--- config.mk ---
export PLATFORM = sky130hd
export DESIGN_NAME = plic_claim_master
export DESIGN_NICKNAME = d
export VERILOG_FILES = /design/src/rtl/plic_claim_master.sv
export SDC_FILE = /design/constraint.sdc
export NUM_CORES = 1
export LEC_CHECK = 0
export CORE_AREA = 2 2 89 91
export DETAILED_ROUTE_END_ITERATION = 7
export DIE_AREA = 0 0 91 93
export GPL_TIMING_DRIVEN = 0
export PLACE_DENSITY_LB_ADDON = 0.15
export SYNTH_ARGS = -nofsm -noshare
export SYNTH_HDL_FRONTEND = slang
export SYNTH_SLANG_ARGS = --single-unit
--- constraint.sdc ---
create_clock -name clk_i -period 2.8 [get_ports clk_i]
set_input_delay 0.56 -clock clk_i [delete_from_list [all_inputs] [get_ports clk_i]]
set_output_delay 0.56 -clock clk_i [all_outputs]
set_load 0.005 [all_outputs]
--- src/rtl/plic_claim_master.sv ---
// PLIC target-side claim/complete engine: reads the context claim register over AXI4,
// presents the claimed source ID to a local consumer, and writes it back on completion.
module plic_claim_master #(
  parameter int          LOCAL_DATA_WIDTH = 32,
  parameter int          LOCAL_ADDR_WIDTH = 32,
  parameter int          LOCAL_ID_WIDTH   = 2,
  parameter logic [31:0] PLIC_BASE_ADDR   = 32'h0400_0000,
  parameter int          CONTEXT          = 0
) (
  input  logic                          clk_i,
  input  logic                          rst_i,
  input  logic                          irq_i,
  input  logic                          enable_i,
  output logic                          claim_valid_o,
  output logic [9:0]                    claim_id_o,
  input  logic                          complete_i,
  output logic                          busy_o,
  output logic                          err_o,

  output logic [LOCAL_ID_WIDTH-1:0]     m_axi_awid,
  output logic [LOCAL_ADDR_WIDTH-1:0]   m_axi_awaddr,
  output logic [7:0]                    m_axi_awlen,
  output logic [2:0]                    m_axi_awsize,
  output logic [1:0]                    m_axi_awburst,
  output logic                          m_axi_awlock,
  output logic [3:0]                    m_axi_awcache,
  output logic [2:0]                    m_axi_awprot,
  output logic [3:0]                    m_axi_awqos,
  output logic [3:0]                    m_axi_awregion,
  output logic                          m_axi_awvalid,
  input  logic                          m_axi_awready,

  output logic [LOCAL_DATA_WIDTH-1:0]   m_axi_wdata,
  output logic [LOCAL_DATA_WIDTH/8-1:0] m_axi_wstrb,
  output logic                          m_axi_wlast,
  output logic                          m_axi_wvalid,
  input  logic                          m_axi_wready,

  input  logic [LOCAL_ID_WIDTH-1:0]     m_axi_bid,
  input  logic [1:0]                    m_axi_bresp,
  input  logic                          m_axi_bvalid,
  output logic                          m_axi_bready,

  output logic [LOCAL_ID_WIDTH-1:0]     m_axi_arid,
  output logic [LOCAL_ADDR_WIDTH-1:0]   m_axi_araddr,
  output logic [7:0]                    m_axi_arlen,
  output logic [2:0]                    m_axi_arsize,
  output logic [1:0]                    m_axi_arburst,
  output logic                          m_axi_arlock,
  output logic [3:0]                    m_axi_arcache,
  output logic [2:0]                    m_axi_arprot,
  output logic [3:0]                    m_axi_arqos,
  output logic [3:0]                    m_axi_arregion,
  output logic                          m_axi_arvalid,
  input  logic                          m_axi_arready,

  input  logic [LOCAL_ID_WIDTH-1:0]     m_axi_rid,
  input  logic [LOCAL_DATA_WIDTH-1:0]   m_axi_rdata,
  input  logic [1:0]                    m_axi_rresp,
  input  logic                          m_axi_rlast,
  input  logic                          m_axi_rvalid,
  output logic                          m_axi_rready
);

  // state | meaning
  // IDLE  | waiting for irq_i && enable_i
  // AR    | claim read address presented
  // R     | waiting for claim read data
  // HOLD  | claimed ID presented to consumer
  // WR    | complete write address/data in flight
  // B     | waiting for write response

  localparam int STRB_W = LOCAL_DATA_WIDTH / 8;
  localparam logic [63:0] ADDR_FULL = {32'b0, PLIC_BASE_ADDR} + 64'h0000_0000_0020_0004
                                      + (64'(CONTEXT) << 12);
  localparam logic [LOCAL_ADDR_WIDTH-1:0] CLAIM_ADDR = ADDR_FULL[LOCAL_ADDR_WIDTH-1:0];
  localparam bit HI_LANE  = (LOCAL_DATA_WIDTH == 64) && ADDR_FULL[2];
  localparam int LANE_LSB = HI_LANE ? 32 : 0;
  localparam logic [STRB_W-1:0] WSTRB = (LOCAL_DATA_WIDTH == 64) ?
                                        (HI_LANE ? STRB_W'(8'hF0) : STRB_W'(8'h0F)) :
                                        STRB_W'(4'hF);

  typedef enum logic [2:0] {
    S_IDLE, S_AR, S_R, S_HOLD, S_WR, S_B
  } state_t;

  state_t     state;
  logic       aw_done;
  logic       w_done;
  logic       aw_fin;
  logic       w_fin;
  logic [9:0] rd_id;

  assign m_axi_awid     = '0;
  assign m_axi_awaddr   = CLAIM_ADDR;
  assign m_axi_awlen    = 8'd0;
  assign m_axi_awsize   = 3'b010;
  assign m_axi_awburst  = 2'b01;
  assign m_axi_awlock   = 1'b0;
  assign m_axi_awcache  = 4'd0;
  assign m_axi_awprot   = 3'd0;
  assign m_axi_awqos    = 4'd0;
  assign m_axi_awregion = 4'd0;
  assign m_axi_arid     = '0;
  assign m_axi_araddr   = CLAIM_ADDR;
  assign m_axi_arlen    = 8'd0;
  assign m_axi_arsize   = 3'b010;
  assign m_axi_arburst  = 2'b01;
  assign m_axi_arlock   = 1'b0;
  assign m_axi_arcache  = 4'd0;
  assign m_axi_arprot   = 3'd0;
  assign m_axi_arqos    = 4'd0;
  assign m_axi_arregion = 4'd0;
  assign m_axi_wlast    = 1'b1;
  assign m_axi_wstrb    = WSTRB;

  // The ID is replicated into every 32-bit lane; wstrb selects the lane the PLIC decodes.
  assign m_axi_wdata = {(LOCAL_DATA_WIDTH/32){22'b0, claim_id_o}};
  assign rd_id       = m_axi_rdata[LANE_LSB +: 10];

  assign aw_fin = aw_done | (m_axi_awvalid & m_axi_awready);
  assign w_fin  = w_done  | (m_axi_wvalid  & m_axi_wready);

  // Single-beat reads and writes make these fields irrelevant.
  logic unused_axi;
  assign unused_axi = ^{m_axi_rid, m_axi_rlast, m_axi_bid, m_axi_rdata};

  always_ff @(posedge clk_i or posedge rst_i) begin
    if (rst_i) begin
      state         <= S_IDLE;
      m_axi_arvalid <= 1'b0;
      m_axi_rready  <= 1'b0;
      m_axi_awvalid <= 1'b0;
      m_axi_wvalid  <= 1'b0;
      m_axi_bready  <= 1'b0;
      aw_done       <= 1'b0;
      w_done        <= 1'b0;
      claim_valid_o <= 1'b0;
      claim_id_o    <= 10'd0;
      busy_o        <= 1'b0;
      err_o         <= 1'b0;
    end else begin
      err_o <= 1'b0;
      case (state)
        S_IDLE: begin
          if (irq_i && enable_i) begin
            m_axi_arvalid <= 1'b1;
            busy_o        <= 1'b1;
            state         <= S_AR;
          end
        end
        S_AR: begin
          if (m_axi_arready) begin
            m_axi_arvalid <= 1'b0;
            m_axi_rready  <= 1'b1;
            state         <= S_R;
          end
        end
        S_R: begin
          if (m_axi_rvalid) begin
            m_axi_rready <= 1'b0;
            if (m_axi_rresp != 2'b00) begin
              err_o  <= 1'b1;
              busy_o <= 1'b0;
              state  <= S_IDLE;
            end else if (rd_id == 10'd0) begin
              busy_o <= 1'b0;
              state  <= S_IDLE;
            end else begin
              claim_id_o    <= rd_id;
              claim_valid_o <= 1'b1;
              state         <= S_HOLD;
            end
          end
        end
        S_HOLD: begin
          if (complete_i) begin
            claim_valid_o <= 1'b0;
            m_axi_awvalid <= 1'b1;
            m_axi_wvalid  <= 1'b1;
            aw_done       <= 1'b0;
            w_done        <= 1'b0;
            state         <= S_WR;
          end
        end
        S_WR: begin
          if (m_axi_awvalid && m_axi_awready) m_axi_awvalid <= 1'b0;
          if (m_axi_wvalid && m_axi_wready)   m_axi_wvalid  <= 1'b0;
          aw_done <= aw_fin;
          w_done  <= w_fin;
          if (aw_fin && w_fin) begin
            m_axi_bready <= 1'b1;
            state        <= S_B;
          end
        end
        S_B: begin
          if (m_axi_bvalid) begin
            m_axi_bready <= 1'b0;
            err_o        <= (m_axi_bresp != 2'b00);
            busy_o       <= 1'b0;
            state        <= S_IDLE;
          end
        end
        default: begin
          state <= S_IDLE;
        end
      endcase
    end
  end

endmodule

* Word level (Yosys, flattened, before mapping)
Cells that the tools add are included.
** Storage, ports and cells
- Bits in registers :: 23
- Input port bits :: 51
- Output and inout bits :: 181
- Word-level logic and storage cells :: 96
** Cells by class
- Eq/ne operators :: 16
- Mux-type cells :: 38
- Bitwise gates (word level) :: 6
- Reduce and logical (&&, ||, !) cells :: 24
** Operator list (count)
- $ne 2x2->1 const B :: 10
- $mux 1 :: 19
- $mux 3 :: 6
- $pmux 1 s2 :: 9
- $pmux 3 s6 :: 1
- $reduce_and 3->1 :: 5
- $reduce_bool 2->1 :: 7
- $logic_not 10->1 :: 1
- $reduce_and 5->1 :: 2
- $eq 3x2->1 const B :: 2
- $eq 3x3->1 const B :: 2
- $reduce_and 6->1 :: 1
- $logic_and 1x1->1 :: 4
- $mux 2 :: 2
- $reduce_and 4->1 :: 1
- $eq 3x1->1 const B :: 1
- $logic_not 3->1 :: 1
- $ne 3x3->1 const B :: 1
- $pmux 1 s3 :: 1
- $reduce_bool 3->1 :: 1
- $and 1x1->1 :: 2
- $not 1->1 :: 2
- $or 1x1->1 :: 2
- $reduce_and 2->1 :: 1

* Longest topological paths before layout
- Depth in word-level cells :: 5
- Mapped depth :: 6
- Mapped depth without buffers :: 4

* Worst setup path after synthesis
Ideal clock, no wire load.
- Path kind :: input to register
- Start point :: in m_axi_rdata[4]
- End point :: reg claim_id_o[0]
- Setup slack :: 1152 ps
- Setup time :: 125 ps
- Arrival :: 1523 ps
- Path buffers :: 1
- Required time :: 2675 ps
- Stages on the path :: 5
- Cell sequence :: nor4_1 > nand3_1 > nand4_2 > buf_6 > mux2_4
** Between the ends
- Longest elaborated chain between the ends :: 3
** RTL lines
- from (decl) :: RTL line 58 : input logic [LOCAL_DATA_WIDTH-1:0] m_axi_rdata,
- $logic_not 10->1 :: RTL line 166 : end else if (rd_id == 10'd0) begin
- $not 1->1 (no line)
- $reduce_and 4->1 (no line)
- to (signal assigned) :: RTL line 170 : claim_id_o <= rd_id;
- to (decl) :: RTL line 15 : output logic [9:0] claim_id_o,
Every way passes these cells.
A chain may end at the register's enable or synchronous reset.

* Final worst setup path
- Start point :: in m_axi_rdata[0]
- End point :: reg claim_id_o[7]
Same word-level chain as after synthesis.

==> results.py <==
metrics = {
    "clock_tree": {
        "numCtsBuffers": 3,
        "hold_buffers": 0,
        "htreeDepth": 1,
        "cts_root_buf": "clkbuf_8",
        "clockBufferDepth": 2,
        "cts.sinks": 23,
        "clk_latency_ns": 0.26,
        "clkTransAtPathRegs_ns": 0.09,
        "post_cts_buffers": 0,
        "cts_tree": "yes",
        "cts_resized": 0,
    },
    "drt": {
        "viasPerCell": 3.15,
        "drtPass1Iterations": 4,
        "num_vias": 1835,
        "wirelength_um": 4890,
        "wl_per_cell_um": 8.40,
        "drt-initial-drc-count": 55,
        "drc": 0,
        "postRouteAntennaNets": 0,
    },
    "synth": {
        "ys_warn_count": 0,
        "ys_seq_area_share_pct": 24.1,
        "syn-cell-area_um2": 2390,
        "ys_ff_latch": 23,
        "synthCells": 274,
        "ys_types": 31,
        "synth.avg_cell_area_um2": 8.73,
    },
    "final_layout": {
        "multi_input_area_um2": 1090,
        "fill_cells": 729,
        "layout_commonest_cell": "buf_4",
        "largest_reg_flops": 10,
        "instances_no_fill": 582,
        "top_register": "claim_id_o",
        "antenna_cells": 0,
        "drive_above_1_share_pct": 38.8,
        "nets": 532,
        "area_growth_pct": 52.3,
        "reg_top3": "claim_id_o x10, state x3",
        "seqCellArea_um2": 576,
        "final_cell_mix": "buf_4 (163), conb_1 (153), clkdlybuf4s50_1 (51)",
    },
    "sta": {
        "tightest_slew_ns": 0.916,
        "finalSetupTns_ns": 0,
        "fmax_ghz": 0.498,
        "min_period_ns": 2.01,
        "final_hold_viol_count": 0,
        "clock_skew_ns": 0.00460,
        "layout_setup_ws_ns": 0.793,
        "report.final.slew_viol_count": 0,
        "final-setup-viol-count": 0,
        "period_share_pct": 71.7,
        "grt_setup_unrepaired": "no",
        "holdWs_ns": 0.499,
        "slew_headroom_pct": 38.9,
    },
    "setup_path": {
        "r2r-end": "claim_id_o[7]$_DFFE_PP0P_",
        "path_delay_family": "simple AND/OR/NAND/NOR gates",
        "rrSetupSlack_ns": 1.30,
        "cpPeakStageDelay_ns": 0.43,
        "cp-start-kind": "input port",
        "timing.rr.start": "state[2]$_DFFE_PP0P_",
        "crit_path_cell_trace": "clkdlybuf4s50_1, nor4_1, nand3_1, nand4_2, buf_6, mux2_4",
        "required_ns": 2.96,
        "critPathKind": "input port to register",
        "crit_fanout": 10,
        "reg2regPathDepth": 6,
        "critPathBufInv": 2,
        "cp-end-kind": "register",
        "worstPathArrival_ns": 2.16,
        "crit_slowest_cell": "clkdlybuf4s50_1",
    },
    "global_route": {
        "grt_pass1_wl_um": 7520,
        "grt_antenna_before_repair": 0,
        "grtUsageTotal_pct": 10.8,
        "grt_pass1_vias": 1552,
        "grt_max_degree": 24,
        "grt-ovfl-total": 0,
    },
    "hold_path": {
        "worstHoldStart": "claim_valid_o$_DFFE_PP0P_",
        "hold_depth": 1,
        "min_to": "claim_valid_o$_DFFE_PP0P_",
        "hold_class": "register to register",
    },
    "floorplanning": {
        "die_w_um": 91,
        "initial_utilization_pct": 31.8,
        "die_h_um": 93,
        "io_pins": 232,
        "die-area_um2": 8460,
        "rows": 32,
        "core_um2": 7530,
    },
    "place": {
        "place_inst": 578,
        "port_buffers": 51,
        "hpwl_um": 4220,
        "dp_slack_ns": 0.481,
        "globalplace.congestion": 0.718,
    },
    "outcome": {
        "outcome": "completed",
    },
    "run": {
        "maxCapViolCount": 0,
    },
    "power": {
        "pwr-share-comb_pct": 61.1,
        "vdd_drop_max_uv": 306,
        "cellLeakagePower_uw": 0.00215,
        "p_seq_share_pct": 28.4,
        "p_per_area_nw_per_um2": 556,
        "power.internal_uw": 1380,
        "power_switching_uw": 646,
        "power.share.switching_pct": 31.9,
        "p_clk_share_pct": 10.5,
    },
}
worst register-to-register path, delay by kind of cell, from the launching register on:
kind | cells | cell delay [ns]
buffers and inverters | 3 | 0.49
DFF | 1 | 0.36
muxes | 1 | 0.30
and+or+nand+nor | 2 | 0.25
how the worst max path moves through the flow:
stage                   start                        end  slack, ns  cells past startpoint
2_1_floorplan  m_axi_rdata[4]  claim_id_o[0]$_DFFE_PP0P_       1.15                      5
3_3_place_gp   m_axi_rdata[0]  claim_id_o[3]$_DFFE_PP0P_       0.48                      6
3_5_place_dp   m_axi_rdata[0]  claim_id_o[0]$_DFFE_PP0P_       0.48                      6
4_1_cts        m_axi_rdata[0]  claim_id_o[3]$_DFFE_PP0P_       0.76                      6
5_1_grt        m_axi_rdata[1]  claim_id_o[6]$_DFFE_PP0P_       0.73                      6
6_report       m_axi_rdata[0]  claim_id_o[7]$_DFFE_PP0P_       0.79                      6
area by class of cell:
cell class	instances	area share, %
plain buffers	169	35.1
multi-input cells	230	30.0
flip-flops and latches	23	15.8
repair buffers	51	14.0
well taps	102	3.50
clock buffers	3	1.13
inverters	3	0.309
clock inverters	1	0.137
power groups by stage:
| stage | combinational (uW) | sequential, uW | clock (uW) |
|---|---|---|---|
| 3_3_place_gp | 1230 | 579 | 0 |
| 4_1_cts | 1240 | 578 | 218 |
| 5_1_grt | 1360 | 601 | 234 |
| 6_report | 1240 | 576 | 212 |
| 2_1_floorplan | 728 | 580 | 0 |
| 3_5_place_dp | 1230 | 585 | 0 |
Yosys cell counts:
cell      instances  area, um^2
a21bo_2           1        10.0
a21oi_1           7        35.0
a22o_1            1        8.76
a31oi_1           5        31.3
a32oi_1           2        17.5
a41oi_1           1        8.76
and2b_1           1        7.51
and2b_2           1        8.76
buf_2             1        5.00
buf_4           163        1220
buf_6             4        45.0
clkbuf_1          1        3.75
conb_1            2        7.51
dfrtp_1          23         576
inv_1             3        11.3
mux2_2            1        11.3
mux2_4            9         135
nand2_1          16        60.1
nand2b_1          1        6.26
nand3_1           6        30.0
nand4_1           1        6.26
nand4_2           1        12.5
nor2_1            7        26.3
nor2b_1           1        6.26
nor2b_4           1        13.8
nor3b_1           1        7.51
nor4_1            2        12.5
o211ai_1          2        15.0
o21ai_0           7        35.0
o22ai_1           1        6.26
or2b_1            1        7.51
kinds of logic (layout without fill, tap and decap cells):
family	Yosys count	in the layout	synth area share [%]
buffers and inverters	172	227	53.9
AND/OR/NAND/NOR	40	40	8.58
other	2	153	0.314
flip-flops	23	23	24.1
multiplexers	10	10	6.12
AO/OA/AOI/OAI	27	27	7.01
through the flow:
stage          instance area [um^2]  utilization [%]  total power [uW]
3_3_place_gp                   3600             47.8              1810
4_1_cts                        3640             48.4              2030
5_1_grt                        3640             48.4              2190
3_5_place_dp                   3600             47.8              1820
6_report                       3640             48.4              2020
2_1_floorplan                  2960                -              1310
metal layers:
layer | vias up | global-route usage (%) | share of wire, %
met5 | - | 0 | 0
met4 | 0 | 1.52 | 0.43
li1 | 977 | - | -
met1 | 747 | 13.1 | 40
met2 | 109 | 19.1 | 49
met3 | 2 | 3.46 | 11
Power figures use the tool's default switching activity.
